### src/rtl/fslcd_pkg.sv
// Shared types and helpers for the RGB666 LCD capture path.
package fslcd_pkg;

  localparam int RGB888_W = 24;
  // FIFO entry: {pixel, sof, eol}
  localparam int FIFO_W = RGB888_W + 2;

  typedef enum logic [1:0] {
    IDLE,
    ARMED,
    ACTIVE,
    DROP
  } state_t;

  // Widen a 6-bit colour by replicating its top bits, so full scale maps to full scale.
  function automatic logic [7:0] expand6to8(input logic [5:0] c);
    return {c, c[5:4]};
  endfunction

endpackage

### src/rtl/fslcd_fifo.sv
// First-word-fall-through FIFO; a write into a full FIFO is accepted when a read
// happens in the same cycle.
module fslcd_fifo #(
  parameter int WIDTH = 26,
  parameter int DEPTH = 16
) (
  input  logic             clk,
  input  logic             resetn,
  input  logic             wr_en,
  input  logic [WIDTH-1:0] wr_data,
  input  logic             rd_en,
  output logic [WIDTH-1:0] rd_data,
  output logic             full,
  output logic             empty
);

  localparam int AW = $clog2(DEPTH);

  logic [WIDTH-1:0] mem [DEPTH];
  logic [AW:0]      wr_ptr;
  logic [AW:0]      rd_ptr;
  logic             do_wr;
  logic             do_rd;

  assign empty   = (wr_ptr == rd_ptr);
  assign full    = (wr_ptr[AW] != rd_ptr[AW]) && (wr_ptr[AW-1:0] == rd_ptr[AW-1:0]);
  assign do_rd   = rd_en && !empty;
  assign do_wr   = wr_en && (!full || do_rd);
  assign rd_data = mem[rd_ptr[AW-1:0]];

  // Pointer update; the extra MSB distinguishes full from empty.
  always_ff @(posedge clk or negedge resetn) begin
    if (!resetn) begin
      wr_ptr <= '0;
      rd_ptr <= '0;
    end else begin
      if (do_wr) wr_ptr <= wr_ptr + 1'b1;
      if (do_rd) rd_ptr <= rd_ptr + 1'b1;
    end
  end

  // Storage array; contents need no reset because empty gates every read.
  always_ff @(posedge clk) begin
    if (do_wr) mem[wr_ptr[AW-1:0]] <= wr_data;
  end

endmodule

### src/rtl/fslcd_capture.sv
// RGB666 parallel LCD receiver producing a 24-bit AXI4-Stream video stream
// with frame sync, elastic buffering and line/frame geometry checking.
module fslcd_capture
  import fslcd_pkg::*;
#(
  parameter int H_ACTIVE   = 800,
  parameter int V_ACTIVE   = 480,
  parameter bit VSYNC_POL  = 1'b1,
  parameter int FIFO_DEPTH = 16
) (
  input  logic                clk,
  input  logic                resetn,
  input  logic                de,
  input  logic [5:0]          r,
  input  logic [5:0]          g,
  input  logic [5:0]          b,
  input  logic                hsync,
  input  logic                vsync,
  output logic                m_axis_tvalid,
  input  logic                m_axis_tready,
  output logic [RGB888_W-1:0] m_axis_tdata,
  output logic                m_axis_tuser,
  output logic                m_axis_tlast,
  input  logic                status_clr,
  output logic                overflow,
  output logic                line_err,
  output logic                frame_err
);

  localparam int PIX_W  = $clog2(H_ACTIVE + 1);
  localparam int LINE_W = $clog2(V_ACTIVE + 1);

  state_t              state;
  state_t              state_next;
  logic                de_a;
  logic                de_d;
  logic                vs_a;
  logic                vs_d;
  logic                hs_a;
  logic [5:0]          r_a;
  logic [5:0]          g_a;
  logic [5:0]          b_a;
  logic                vs_edge;
  logic                capture_ok;
  logic [RGB888_W-1:0] pix_b;
  logic                sof_b;
  logic                valid_b;
  logic [FIFO_W-1:0]   fifo_din;
  logic [FIFO_W-1:0]   fifo_dout;
  logic                fifo_full;
  logic                fifo_empty;
  logic                fifo_rd;
  logic                drop;
  logic [PIX_W-1:0]    pix_cnt;
  logic [LINE_W-1:0]   line_cnt;
  logic                line_err_set;
  logic                frame_err_set;
  logic                unused_sigs;

  // hsync is sampled alongside the other pins but framing relies on DE and vsync only.
  assign unused_sigs = &{1'b0, hs_a};

  // Stage A: sample all pins; vsync is normalised so 1 always means active.
  always_ff @(posedge clk or negedge resetn) begin
    if (!resetn) begin
      de_a <= 1'b0;
      de_d <= 1'b0;
      vs_a <= 1'b0;
      vs_d <= 1'b0;
      hs_a <= 1'b0;
      r_a  <= '0;
      g_a  <= '0;
      b_a  <= '0;
    end else begin
      de_a <= de;
      de_d <= de_a;
      vs_a <= (vsync == VSYNC_POL);
      vs_d <= vs_a;
      hs_a <= hsync;
      r_a  <= r;
      g_a  <= g;
      b_a  <= b;
    end
  end

  assign vs_edge    = vs_a && !vs_d;
  assign capture_ok = (state == ARMED) || (state == ACTIVE);

  // Stage B: hold one pixel until the next DE sample tells us whether it ends the line.
  always_ff @(posedge clk or negedge resetn) begin
    if (!resetn) begin
      pix_b   <= '0;
      sof_b   <= 1'b0;
      valid_b <= 1'b0;
    end else begin
      valid_b <= de_a && capture_ok;
      if (de_a && capture_ok) begin
        pix_b <= {expand6to8(r_a), expand6to8(g_a), expand6to8(b_a)};
        sof_b <= (state == ARMED);
      end
    end
  end

  assign fifo_din = {pix_b, sof_b, !de_a};
  assign fifo_rd  = m_axis_tready && !fifo_empty;
  assign drop     = valid_b && fifo_full && !fifo_rd;

  fslcd_fifo #(
    .WIDTH(FIFO_W),
    .DEPTH(FIFO_DEPTH)
  ) u_fifo (
    .clk    (clk),
    .resetn (resetn),
    .wr_en  (valid_b),
    .wr_data(fifo_din),
    .rd_en  (fifo_rd),
    .rd_data(fifo_dout),
    .full   (fifo_full),
    .empty  (fifo_empty)
  );

  // Frame-sync state register.
  always_ff @(posedge clk or negedge resetn) begin
    if (!resetn) state <= IDLE;
    else         state <= state_next;
  end

  // Next state: vsync re-arms from anywhere; an overflow abandons the rest of the frame.
  always_comb begin
    state_next = state;
    if (vs_edge) begin
      state_next = ARMED;
    end else begin
      case (state)
        IDLE:    state_next = IDLE;
        ARMED:   if (de_a) state_next = ACTIVE;
        ACTIVE:  if (drop) state_next = DROP;
        DROP:    state_next = DROP;
        default: state_next = IDLE;
      endcase
    end
  end

  assign line_err_set  = capture_ok && !vs_edge && !de_a && de_d &&
                         (pix_cnt != PIX_W'(H_ACTIVE));
  assign frame_err_set = vs_edge && (state == ACTIVE) && (line_cnt != LINE_W'(V_ACTIVE));

  // Geometry counters, saturating so a runaway source cannot wrap back to a legal count.
  always_ff @(posedge clk or negedge resetn) begin
    if (!resetn) begin
      pix_cnt  <= '0;
      line_cnt <= '0;
    end else if (vs_edge) begin
      pix_cnt  <= '0;
      line_cnt <= '0;
    end else if (capture_ok) begin
      if (de_a) begin
        if (pix_cnt != '1) pix_cnt <= pix_cnt + 1'b1;
      end else if (de_d) begin
        pix_cnt <= '0;
        if (line_cnt != '1) line_cnt <= line_cnt + 1'b1;
      end
    end
  end

  // Sticky error flags; a new event beats a simultaneous clear.
  always_ff @(posedge clk or negedge resetn) begin
    if (!resetn) begin
      overflow  <= 1'b0;
      line_err  <= 1'b0;
      frame_err <= 1'b0;
    end else begin
      if (drop)               overflow  <= 1'b1;
      else if (status_clr)    overflow  <= 1'b0;
      if (line_err_set)       line_err  <= 1'b1;
      else if (status_clr)    line_err  <= 1'b0;
      if (frame_err_set)      frame_err <= 1'b1;
      else if (status_clr)    frame_err <= 1'b0;
    end
  end

  assign m_axis_tvalid = !fifo_empty;
  assign m_axis_tdata  = fifo_empty ? '0 : fifo_dout[FIFO_W-1:2];
  assign m_axis_tuser  = !fifo_empty && fifo_dout[1];
  assign m_axis_tlast  = !fifo_empty && fifo_dout[0];

endmodule
### config.mk
export PLATFORM = sky130hd
export DESIGN_NAME = fslcd_capture
export DESIGN_NICKNAME = d
export VERILOG_FILES = /design/src/rtl/fslcd_pkg.sv /design/src/rtl/fslcd_fifo.sv /design/src/rtl/fslcd_capture.sv
export SDC_FILE = /design/constraint.sdc
export NUM_CORES = 1
export LEC_CHECK = 0
export ABC_AREA = 1
export BUFFER_PORTS_ARGS = -buffer_cell sky130_fd_sc_hd__buf_4
export CAP_MARGIN = 0
export CELL_PAD_IN_SITES_DETAIL_PLACEMENT = 1
export CELL_PAD_IN_SITES_GLOBAL_PLACEMENT = 1
export CORE_MARGIN = 2
export CORE_UTILIZATION = 42
export DETAILED_ROUTE_END_ITERATION = 7
export PLACE_DENSITY_LB_ADDON = 0.1
export RECOVER_POWER = 50
export SYNTH_ARGS = -nofsm -noshare
export SYNTH_HDL_FRONTEND = slang
export SYNTH_SLANG_ARGS = --single-unit
### constraint.sdc
create_clock -name clk -period 3.9 [get_ports clk]
set_input_delay 0.585 -clock clk [delete_from_list [all_inputs] [get_ports clk]]
set_output_delay 0.585 -clock clk [all_outputs]
set_load 0.01 [all_outputs]
==> impl_summary.log <==
[metrics] overall die width: 201.1 µm
[metrics] nets@finish: 1549
[metrics] layout overhead on the synthesized area: 14.64%
[metrics] maximum clock insertion buffer count: 3
[metrics] worst-path fanout max: 145
[metrics] initial antenna violation count: 0
[metrics] number of H-tree levels: 2
[metrics] non-filler instance count after layout: 2058
[metrics] final hold violation count: 0
[metrics] logic depth of the worst register-to-register path: 8
[metrics] highest-count cells in the layout ignoring fill and taps: sky130_fd_sc_hd__edfxtp_1 (320), sky130_fd_sc_hd__nor2_1 (319), sky130_fd_sc_hd__nand2_1 (226), sky130_fd_sc_hd__o21ai_0 (167), sky130_fd_sc_hd__dfrtp_1 (74)
[metrics] vias in the first global route: 11470
[metrics] GRT Util Overall: 21.06%
[metrics] starting density of the core: 42.43%
[metrics] clk slew on worst S/H paths: 60 ps
[metrics] post-CTS setup-driven buffer insertion count: 0
[metrics] average size of a mapped cell: 11.21 µm²
[metrics] maximum vdd drop: 0.5232 mV
[metrics] TritonCTS Buffers: 43
[metrics] Max Freq: 287.7 MHz
[metrics] synthesized instance count: 1456
[metrics] Total Power Consumption: 14.99 mW
[metrics] Worst Skew: 9.155 ps
[metrics] number of DRC violations after detailed routing: 0
[metrics] post-synth top area cell: sky130_fd_sc_hd__edfxtp_1
[metrics] number of placed cells counting well taps: 1983
[metrics] Yosys top cell area share: 58.87%
[metrics] DRT Pass-1 Iters: 5
[metrics] GRT Residual Overflow: 0
[metrics] sum of negative setup slack: 0 ps
[metrics] Post-CTS Hold Buffers: 0
[metrics] WL per Instance: 20.43 µm
[metrics] Resized Gates After CTS: 0
[metrics] register-to-register path setup slack: 1210 ps
[metrics] worst slew margin relative to its limit: -27.81%
[metrics] violations in the final reports: max-capacitance violations, max-slew violations
[metrics] FF+latch count, synth: 396
[metrics] die area: 40460 µm²
[metrics] register area share after synthesis: 70.52%
[metrics] clk sinks: 396
[metrics] power density over cell area: 800.8 nW/µm²
[metrics] remaining number of nets flagged by the antenna check after routing: 0
[metrics] path type of the worst min-delay path: in2reg
[metrics] final period utilization: 89.13%
[metrics] measured slew at the worst slew-check pin: 1917 ps
[metrics] most common cell after layout, fill and taps aside: sky130_fd_sc_hd__edfxtp_1
[metrics] first-iteration detailed-routing DRC count: 632
[metrics] post-route minimum period: 3476 ps
[metrics] post-detailed-routing wire length: 42050 µm
[metrics] CORE AREA: 38470 µm²
[metrics] Yosys cell types: 31
[metrics] CTS tree: built
[metrics] startpoint types: flip-flop
[metrics] average via count per standard cell: 5.243
[metrics] routability congestion estimate from global placement: 0.7513
[metrics] Post-DP HPWL: 23710 µm
[metrics] unrepaired setup endpoints after global routing: no
[metrics] Pleak: 7.045 nW
[metrics] Port Buffers: 53
[metrics] n_diodes: 0
[metrics] root buffer selected by CTS: sky130_fd_sc_hd__clkbuf_16
[metrics] critical path start-end classification: reg2out
[metrics] number of top-level pins: 55
[metrics] Post-Syn Nets: 1495
[metrics] largest net degree at the start of global routing: 146
[metrics] critical path arrival: 2890 ps
[metrics] endpoint of the most critical register-to-register path: u_fifo.mem[13][12]
[metrics] top area cells in the synthesized netlist: sky130_fd_sc_hd__edfxtp_1 (59%), sky130_fd_sc_hd__dfrtp_1 (12%), sky130_fd_sc_hd__nor2_1 (7.5%)
[metrics] post-place setup slack: 992.1 ps
[metrics] Pins Over Slew Limit: 77
[metrics] total of endpoints with negative setup slack in the final report: 0
[metrics] result of the run: finished with violations
[metrics] Maximum Capacitance Violations: 1
[metrics] critical path startpoint: u_fifo.rd_ptr[0]
[metrics] clock latency reported for the late side of the worst-skew pair: 540 ps
[metrics] standard-cell rows: 72
[metrics] crit path capture type: primary output
[metrics] area of the mapped netlist: 16320 µm²
[metrics] first-pass GRT wire length: 65310 µm
[metrics] data required time at the worst endpoint: 3310 ps
[metrics] layout cell share with drive strength beyond 1: 12.01%
[metrics] termination of the worst setup path: m_axis_tuser
[metrics] Die Y: 201.1 µm
[metrics] number of filler cells placed in the layout: 4124
[metrics] number of warnings issued by yosys: 0
[metrics] total number of vias: 10790
[metrics] Reg-to-Reg Start: u_fifo.rd_ptr[0]
[metrics] slack of the critical path: 423.9 ps
-- logic make-up after synthesis --
kind of cell,count (synthesis),share of synthesized area (%)
AO/OA/AOI/OAI,233,7.466
XOR/XNOR,6,0.3219
adder cells (fa/ha/maj),14,1.073
buffers and inverters,153,4.246
flip-flops,396,70.52
AND/OR/NAND/NOR,654,16.37
-- through the flow --
stage | hold WS (ps) | utilization [%] | area [µm²]
floorplan | 289.4 | - | 16320
global placement | 358.8 | 45.16 | 17370
detailed placement | 366.9 | 45.16 | 17370
CTS | 125.5 | 48.65 | 18720
global route | 152.2 | 48.65 | 18710
finish | 172.2 | 48.65 | 18710
-- cell type report --
cell class	count	area (µm²)	area share [%]
Clock inverter	19	155.1	0.8291
Sequential cell	396	11520	61.55
Inverter	75	286.5	1.531
Multi-Input combinational cell	907	4192	22.40
Tap cell	518	648.1	3.464
Timing Repair Buffer	87	725.7	3.878
Clock buffer	56	1187	6.345
-- power by group --
group          leakage (nW)  internal, mW  switching [mW]
sequential             3.86          5.47           0.706
combinational          2.53          1.66            3.26
clock                 0.658          2.27            1.61
total                  7.04          9.40            5.58
-- critical path: stages (launching register included) --
cell	delay (ps)
sky130_fd_sc_hd__dfrtp_4	620
sky130_fd_sc_hd__buf_12	540
sky130_fd_sc_hd__nor2_1	110
sky130_fd_sc_hd__nor2_1	110
sky130_fd_sc_hd__o21ai_0	110
sky130_fd_sc_hd__o211ai_1	110
sky130_fd_sc_hd__nand3_1	140
sky130_fd_sc_hd__a21oi_1	290
sky130_fd_sc_hd__buf_4	180
-- synth_stat cells --
cell / count
sky130_fd_sc_hd__a21oi_1: 34
sky130_fd_sc_hd__buf_1: 3
sky130_fd_sc_hd__buf_2: 19
sky130_fd_sc_hd__buf_4: 16
sky130_fd_sc_hd__buf_6: 4
sky130_fd_sc_hd__clkbuf_1: 36
sky130_fd_sc_hd__clkinv_1: 1
sky130_fd_sc_hd__dfrtp_1: 76
sky130_fd_sc_hd__edfxtp_1: 320
sky130_fd_sc_hd__ha_1: 14
sky130_fd_sc_hd__inv_1: 69
sky130_fd_sc_hd__inv_2: 4
sky130_fd_sc_hd__inv_6: 1
sky130_fd_sc_hd__nand2_1: 226
sky130_fd_sc_hd__nand2_2: 3
sky130_fd_sc_hd__nand2_4: 3
sky130_fd_sc_hd__nand3_1: 63
sky130_fd_sc_hd__nand3_2: 2
sky130_fd_sc_hd__nand3_4: 1
sky130_fd_sc_hd__nand4_1: 9
sky130_fd_sc_hd__nor2_1: 324
sky130_fd_sc_hd__nor2_2: 2
sky130_fd_sc_hd__nor2_4: 2
sky130_fd_sc_hd__nor2_8: 1
sky130_fd_sc_hd__nor3_1: 17
sky130_fd_sc_hd__nor4_1: 1
sky130_fd_sc_hd__o211ai_1: 20
sky130_fd_sc_hd__o21a_1: 1
sky130_fd_sc_hd__o21ai_0: 167
sky130_fd_sc_hd__o21ai_1: 11
sky130_fd_sc_hd__xor2_1: 6
-- state kept, by name (all words and copies together) (netlist names) --
register and flops:
b_a 6, u_fifo.wr_ptr 5, overflow 1, line_cnt 9, de_d 1, u_fifo.mem 320
valid_b 1, pix_cnt 10, vs_a 1, frame_err 1, sof_b 1, u_fifo.rd_ptr 5
r_a 6, vs_d 1, line_err 1, de_a 1, state 2, pix_b 18
g_a 6
-- per-layer routing --
layer  GRT usage [%]  part of all wire (%)
met2           37.35                    51
met1           27.09                    44
met3           2.915                   3.4
met5               0                     0
met4           5.820                   2.3
-- worst min path at each step --
stage	start	endpoint	slack, ps	cells past startpoint
after global placement	vs_a	vs_d	360	0
after detailed placement	vs_a	vs_d	370	0
after floorplan	resetn	b_a[0]	290	0
after global routing	vsync	vs_a	150	1
final	g[3]	g_a[3]	170	1
after CTS	g[3]	g_a[3]	130	1
Note: power is estimated with default switching activity, not from simulation.
